File: src/rtl/cpu5_alu_mc.sv
// cpu5_alu_mc: multi-cycle execute unit. Logic ops, add, sub and slt finish in one cycle;
// shifts iterate one bit per cycle. Valid/ready handshakes on the issue and result sides.
`default_nettype none

module cpu5_alu_mc #(
  parameter int XLEN = 32
) (
  input  logic            clk,
  input  logic            reset,
  input  logic            in_valid,
  output logic            in_ready,
  input  logic [2:0]      alucontrol,
  input  logic [XLEN-1:0] srca,
  input  logic [XLEN-1:0] srcb,
  output logic            out_valid,
  input  logic            out_ready,
  output logic [XLEN-1:0] result,
  output logic            zero,
  output logic            busy
);

  localparam int SHW = $clog2(XLEN);

  localparam logic [2:0] OP_AND = 3'b000;
  localparam logic [2:0] OP_OR  = 3'b001;
  localparam logic [2:0] OP_ADD = 3'b010;
  localparam logic [2:0] OP_SLL = 3'b011;
  localparam logic [2:0] OP_SRL = 3'b100;
  localparam logic [2:0] OP_SRA = 3'b101;
  localparam logic [2:0] OP_SUB = 3'b110;
  localparam logic [2:0] OP_SLT = 3'b111;

  typedef enum logic [1:0] {
    IDLE  = 2'd0,
    SHIFT = 2'd1,
    DONE  = 2'd2
  } state_t;

  state_t          state;
  state_t          state_next;
  logic [XLEN-1:0] acc;
  logic [XLEN-1:0] acc_shifted;
  logic [XLEN-1:0] single_res;
  logic [SHW-1:0]  cnt;
  logic [SHW-1:0]  shamt;
  logic [2:0]      op;
  logic            accept;
  logic            is_shift;
  logic            start_shift;

  assign in_ready  = (state == IDLE);
  assign out_valid = (state == DONE);
  assign busy      = (state != IDLE);

  always_comb begin
    shamt       = srcb[SHW-1:0];
    accept      = in_valid && (state == IDLE);
    is_shift    = (alucontrol == OP_SLL) || (alucontrol == OP_SRL) || (alucontrol == OP_SRA);
    start_shift = is_shift && (shamt != '0);

    // Shifts by zero fall through to the default and return srca unchanged.
    single_res = srca;
    case (alucontrol)
      OP_AND:  single_res = srca & srcb;
      OP_OR:   single_res = srca | srcb;
      OP_ADD:  single_res = srca + srcb;
      OP_SUB:  single_res = srca - srcb;
      OP_SLT:  single_res = {{(XLEN-1){1'b0}}, ($signed(srca) < $signed(srcb))};
      default: single_res = srca;
    endcase

    case (op)
      OP_SLL:  acc_shifted = {acc[XLEN-2:0], 1'b0};
      OP_SRA:  acc_shifted = {acc[XLEN-1], acc[XLEN-1:1]};
      default: acc_shifted = {1'b0, acc[XLEN-1:1]};
    endcase

    state_next = state;
    case (state)
      IDLE: begin
        if (accept) state_next = start_shift ? SHIFT : DONE;
      end
      SHIFT: begin
        if (cnt == SHW'(1)) state_next = DONE;
      end
      DONE: begin
        if (out_ready) state_next = IDLE;
      end
      default: state_next = IDLE;
    endcase
  end

  always_ff @(posedge clk) begin
    if (reset) begin
      state  <= IDLE;
      acc    <= '0;
      cnt    <= '0;
      op     <= '0;
      result <= '0;
      zero   <= 1'b0;
    end else begin
      state <= state_next;
      case (state)
        IDLE: begin
          if (accept) begin
            if (start_shift) begin
              acc <= srca;
              cnt <= shamt;
              op  <= alucontrol;
            end else begin
              result <= single_res;
              zero   <= (single_res == '0);
            end
          end
        end
        SHIFT: begin
          acc <= acc_shifted;
          cnt <= cnt - SHW'(1);
          if (cnt == SHW'(1)) begin
            result <= acc_shifted;
            zero   <= (acc_shifted == '0);
          end
        end
        default: ;
      endcase
    end
  end

endmodule

`default_nettype wire

File: config.mk
export PLATFORM = sky130hd
export DESIGN_NAME = cpu5_alu_mc
export DESIGN_NICKNAME = d
export VERILOG_FILES = /design/src/rtl/cpu5_alu_mc.sv
export SDC_FILE = /design/constraint.sdc
export NUM_CORES = 1
export LEC_CHECK = 0
export CAP_MARGIN = 40
export CORE_AREA = 8 8 161 223
export CTS_CLUSTER_DIAMETER = 60
export CTS_CLUSTER_SIZE = 14
export DETAILED_ROUTE_END_ITERATION = 10
export DIE_AREA = 0 0 169 231
export DONT_BUFFER_PORTS = 1
export MAX_ROUTING_LAYER = met4
export PLACE_DENSITY_LB_ADDON = 0.15
export SYNTH_ARGS = -nofsm -noshare
export SYNTH_HDL_FRONTEND = slang
export SYNTH_SLANG_ARGS = --single-unit
File: constraint.sdc
create_clock -name clk -period 6.9 [get_ports clk]
set_input_delay 1.38 -clock clk [delete_from_list [all_inputs] [get_ports clk]]
set_output_delay 1.38 -clock clk [all_outputs]
set_load 0.01 [all_outputs]
# After elaboration in Yosys (flattened, before gate mapping)
# Cells that the tools add are included.
totals:
  in_bits: 71
  ff_bits: 75
  wordCells: 65
  output_inout_bits: 36
classes:
  n_bitwise: 2
  order_cmp: 1
  add_sub_neg: 3
  n_mux: 21
  n_eq_ne: 17
  n_reduce_logical: 15
op_table:
  columns: ["cell", "n"]
  rows:
  - ["$pmux W32 S2", 3]
  - ["$mux W32", 5]
  - ["$pmux W32 S5", 1]
  - ["$logic_not A32 Y1", 2]
  - ["$add A32 B32 Y32", 1]
  - ["$and A32 B32 Y32", 1]
  - ["$lt A32 B32 Y1", 1]
  - ["$or A32 B32 Y32", 1]
  - ["$sub A32 B32 Y32", 1]
  - ["$eq A3 B3 Y1 const B", 5]
  - ["$mux W5", 2]
  - ["$pmux W5 S2", 1]
  - ["$eq A3 B2 Y1 const B", 3]
  - ["$reduce_and A3 Y1", 3]
  - ["$mux W2", 4]
  - ["$ne A2 B1 Y1 const B", 3]
  - ["$pmux W2 S3", 1]
  - ["$eq A5 B1 Y1 const B", 1]
  - ["$reduce_bool A5 Y1", 1]
  - ["$sub A5 B1 Y5 const B", 1]
  - ["$ne A2 B2 Y1 const B", 2]
  - ["$reduce_and A4 Y1", 1]
  - ["$reduce_bool A2 Y1", 2]
  - ["$eq A3 B1 Y1 const B", 1]
  - ["8 further kinds", 12]

# Longest topological paths before layout
depth:
  word_depth: 7
  ltp_mapped: 15
  ltp_nobuf: 15

# Worst setup path before layout
# Ideal clock, no wire load.
synth_path:
  path_type: "input -> register"
  startpoint: "input srca[0]"
  endpoint: "register zero"
  required_ns: 6.804
  path_buffers: 0
  cell_stages: 15
  setup_ns: 0.096
  setup_slack_ns: 2.490
  arrival_ns: 4.315
  cell_sequence: "inv_1 > ha_1 > inv_1 > fa_1 > nor2b_1 > o311ai_1 > a21oi_1 > nor3_1 > xnor2_1 > a221oi_1 > o22ai_1 > nand4bb_1 > nor4b_1 > nand4_1 > o41ai_2"
synth_via:
  elab_chain_len: 6
  word_cells_on_any_way: 10
  cone_classes: "2 x add/sub; 1 x order compare; 4 x mux; 2 x bitwise; 1 x reduce/logical"
synth_rtl:
  columns: ["element", "line", "source"]
  rows:
  - ["from (decl)", "13", "input logic [XLEN-1:0] srca,"]
  - ["$sub A32 B32 Y32 (tied with other cells)", "67", "OP_SUB: single_res = srca - srcb;"]
  - ["$pmux W32 S5 (*)", "63", "case (alucontrol)"]
  - ["$logic_not A32 Y1 (*)", "112", "zero <= (single_res == '0);"]
  - ["$mux W1 (*)", "106", "if (start_shift) begin"]
  - ["$mux W1 (*)", "105", "if (accept) begin"]
  - ["$pmux W1 S2 (*)", "103", "case (state)"]
  - ["to (signal assigned)", "112", null]
  - ["to (signal assigned)", "121", "zero <= (acc_shifted == '0);"]
  - ["to (decl)", "18", "output logic zero,"]
# Every way passes the cells marked *; elsewhere a longest branch is shown, timed or not. The select of a mux whose other input is x is not followed.
# A chain may end at the register's enable or synchronous reset.

# Final worst setup path
# Ends and elaborated chain as after synthesis.

==> reports/metrics.yaml <==
grtUsageTotal_pct: 22.1
dr.first_iter.drc_count: 920
final_cells: 1773
drc: 0
grt_start_max_net_pins: 77
ant_nets: 0
power.density_nw_per_um2: 172
syn_area_um2: 9580
status: "complete, no violations"
dr.pass1.iters: 7
final_area_um2: 10100
die_area_um2: 39000
internal-power_mw: 1.03
cts_root_buf: "clkbuf_16"
fin_skew_ps: 8.06
synth_area_leaders: "dfxtp_1 (16%), ha_1 (14%), a21oi_1 (8.4%)"
worstMarginPinSlew_ps: 899
routed_wl_um: 42800
clock_latency_ps: 350
slew-limit-headroom_pct: 40.0
ys_seq_elements: 75
dp_slack_ps: 1240
vdd_drop_max_uv: 113
total_power_mw: 1.73
area_growth_pct: 4.99
combPwrFrac_pct: 40.0
num_rows: 78
grt_pass1_wl_um: 64200
seq_area_um2: 1500
setup_viol: 0
vias: 10369
rsz0062_at_grt: "false"
postPlaceCellArea_um2: 9740
power_frac_seq_pct: 30.0
die_h_um: 231
final_util_pct: 31.0
switchingPower_uw: 702
cts.hold.buffers_added: 0
fin_crit_sh_pct: 79.0
die_w_um: 169
synth_cell_type_count: 86
fmax_mhz: 183
startpoint_type: "input pin"
numCtsBuffers: 9
io_pins: 107
synth_async_sr_flop_share_pct: 0
tritoncts: "built"
yosys.area.top_type_share_pct: 15.7
synth-edff-count: 0
placed_cells: 1757
hp-class: "reg -> reg"
ys.flop_type: "dfxtp_1"
place.gp.congestion: 0.961
endpoint_kind: "flop"
post_cts_buffers: 0
crit_required_ps: 7160
p_sw_share_pct: 40.6
port_buffers: 0
p_leak_nw: 3.98
core_um2: 32400
hold_viol_final: 0
nets: 1506
multiInputGateArea_um2: 7150
synth_cells: 1395
post_cts_resize_count: 0
cts_sinks: 75
start_util_pct: 29.6
clk_pin_slew_ps: 60
dp_hpwl_um: 33100
htree_levels: 3
viasPerCell: 5.85
synth_area_leader_cell: "dfxtp_1"
period_minus_slack_ps: 5450
final.setup.tns_ps: 0
critPathKind: "in -> reg"
holdWs_ps: 465
post_drt_wl_per_cell_um: 24.1
synth_warnings: 0
grt_pass1_vias: 9940
drv_cap: 0
antenna_found_initial: 0
antenna_cells: 0
drive_gt1_share_pct: 5.03
fillers: 3677
arrival_ps: 5720
gr-total-overflow: 0
seq_area_frac_synth_pct: 15.7
power_frac_clock_pct: 30.0
synth.avg_cell_area_um2: 6.87
path_max_fanout: 3
layout_setup_ws_ps: 1450
syn-num-nets: 1573
cts_max_path_buffers: 2
drv_slew: 0
-- worst max-delay path, stage by stage --
cell and delay, ps:
inv_1 80, ha_1 210, inv_1 70, fa_1 400, nor2b_1 160, o311ai_1 590, a21oi_1 220, nor3_1 610
xnor2_1 130, a221oi_1 580, o22ai_1 160, nand4bb_1 260, nor4b_1 360, nand4_1 170, o41ai_2 330
-- synth_stat cells, drive strengths merged, types with 6 or more instances --
cell type / number
buf: 17
nor4: 20
clkbuf: 80
mux2i: 11
nand2b: 11
o211ai: 31
a221oi: 22
xnor2: 24
nor2: 149
a311oi: 6
a211oi: 34
o22ai: 7
o21bai: 6
inv: 104
a31oi: 12
o21a: 7
ha: 105
nand2: 164
dfxtp: 75
a2111oi: 7
a21oi: 162
and3: 16
a21o: 10
o32ai: 6
or2: 6
nor2b: 18
o21ai: 79
a22oi: 9
nor3: 30
nand4: 15
o31ai: 18
o221ai: 8
nand3: 38
-- flip-flops by register name (all words and copies together) (netlist names) --
| name | flops |
|---|---|
| acc | 32 |
| result | 32 |
| cnt | 5 |
| op | 3 |
| state | 2 |
| zero | 1 |
-- layout by cell type, fill, tap and decap left out, types with 8 or more instances in the layout --
cell	count
xnor2_1	24
dfxtp_1	75
ha_1	105
nand4_1	15
nand2_1	164
nor2b_1	17
o31ai_1	17
o211ai_1	31
nor2_1	147
nor3_1	28
a31oi_1	12
buf_4	17
o221ai_1	8
clkbuf_16	9
a211oi_1	34
o21ai_0	78
nand3_1	38
a21oi_1	160
mux2i_1	11
inv_1	104
nor4_1	20
nand2b_1	10
a21o_1	9
and3_1	16
a22oi_1	9
a221oi_1	21
-- power groups by stage --
stage               combinational (mW)  sequential (mW)  clock [mW]
global route                     0.755            0.525       0.551
detailed placement               0.677            0.530           0
global placement                 0.678            0.530           0
floorplan                        0.517            0.512           0
CTS                              0.681            0.521       0.530
finish                           0.691            0.519       0.519
-- worst paths after layout --
kind	startpoint	end	slack [ps]	depth (start not counted)
worst max-delay path	srca[0]	zero	1450	15
worst min-delay path	cnt[1]	cnt[1]	470	2
worst max register to register	state[1]	zero	3030	11
worst min register to register	cnt[1]	cnt[1]	470	2
-- cell families (layout without fill, tap and decap cells) --
family,count (synthesis),in the layout,share of synthesized area (%)
mux,12,12,1.27
xor+xnor,27,27,2.47
buf+inv,201,139,9.88
simple gates,502,502,24.4
compound gates,471,471,32.2
fa+ha+maj,107,107,14.1
flops,75,75,15.7
-- metal layers --
| layer | vias to the layer above | GRT usage, % | part of all wire [%] |
|---|---|---|---|
| met5 | - | - | 0 |
| li1 | 4892 | - | - |
| met2 | 406 | 37.1 | 49 |
| met4 | 0 | 8.73 | 3.5 |
| met3 | 85 | 2.94 | 6.5 |
| met1 | 4986 | 26.2 | 41 |
-- final cells by class --
type / count / share of cell area [%]
repair buffers: 19 / 1.51
clock inverters: 7 / 0.908
inverters: 104 / 3.88
flip-flops and latches: 75 / 14.9
multi-input cells: 1119 / 71.1
well taps: 440 / 5.47
clock buffers: 9 / 2.24
Power figures use the tool's default switching activity.
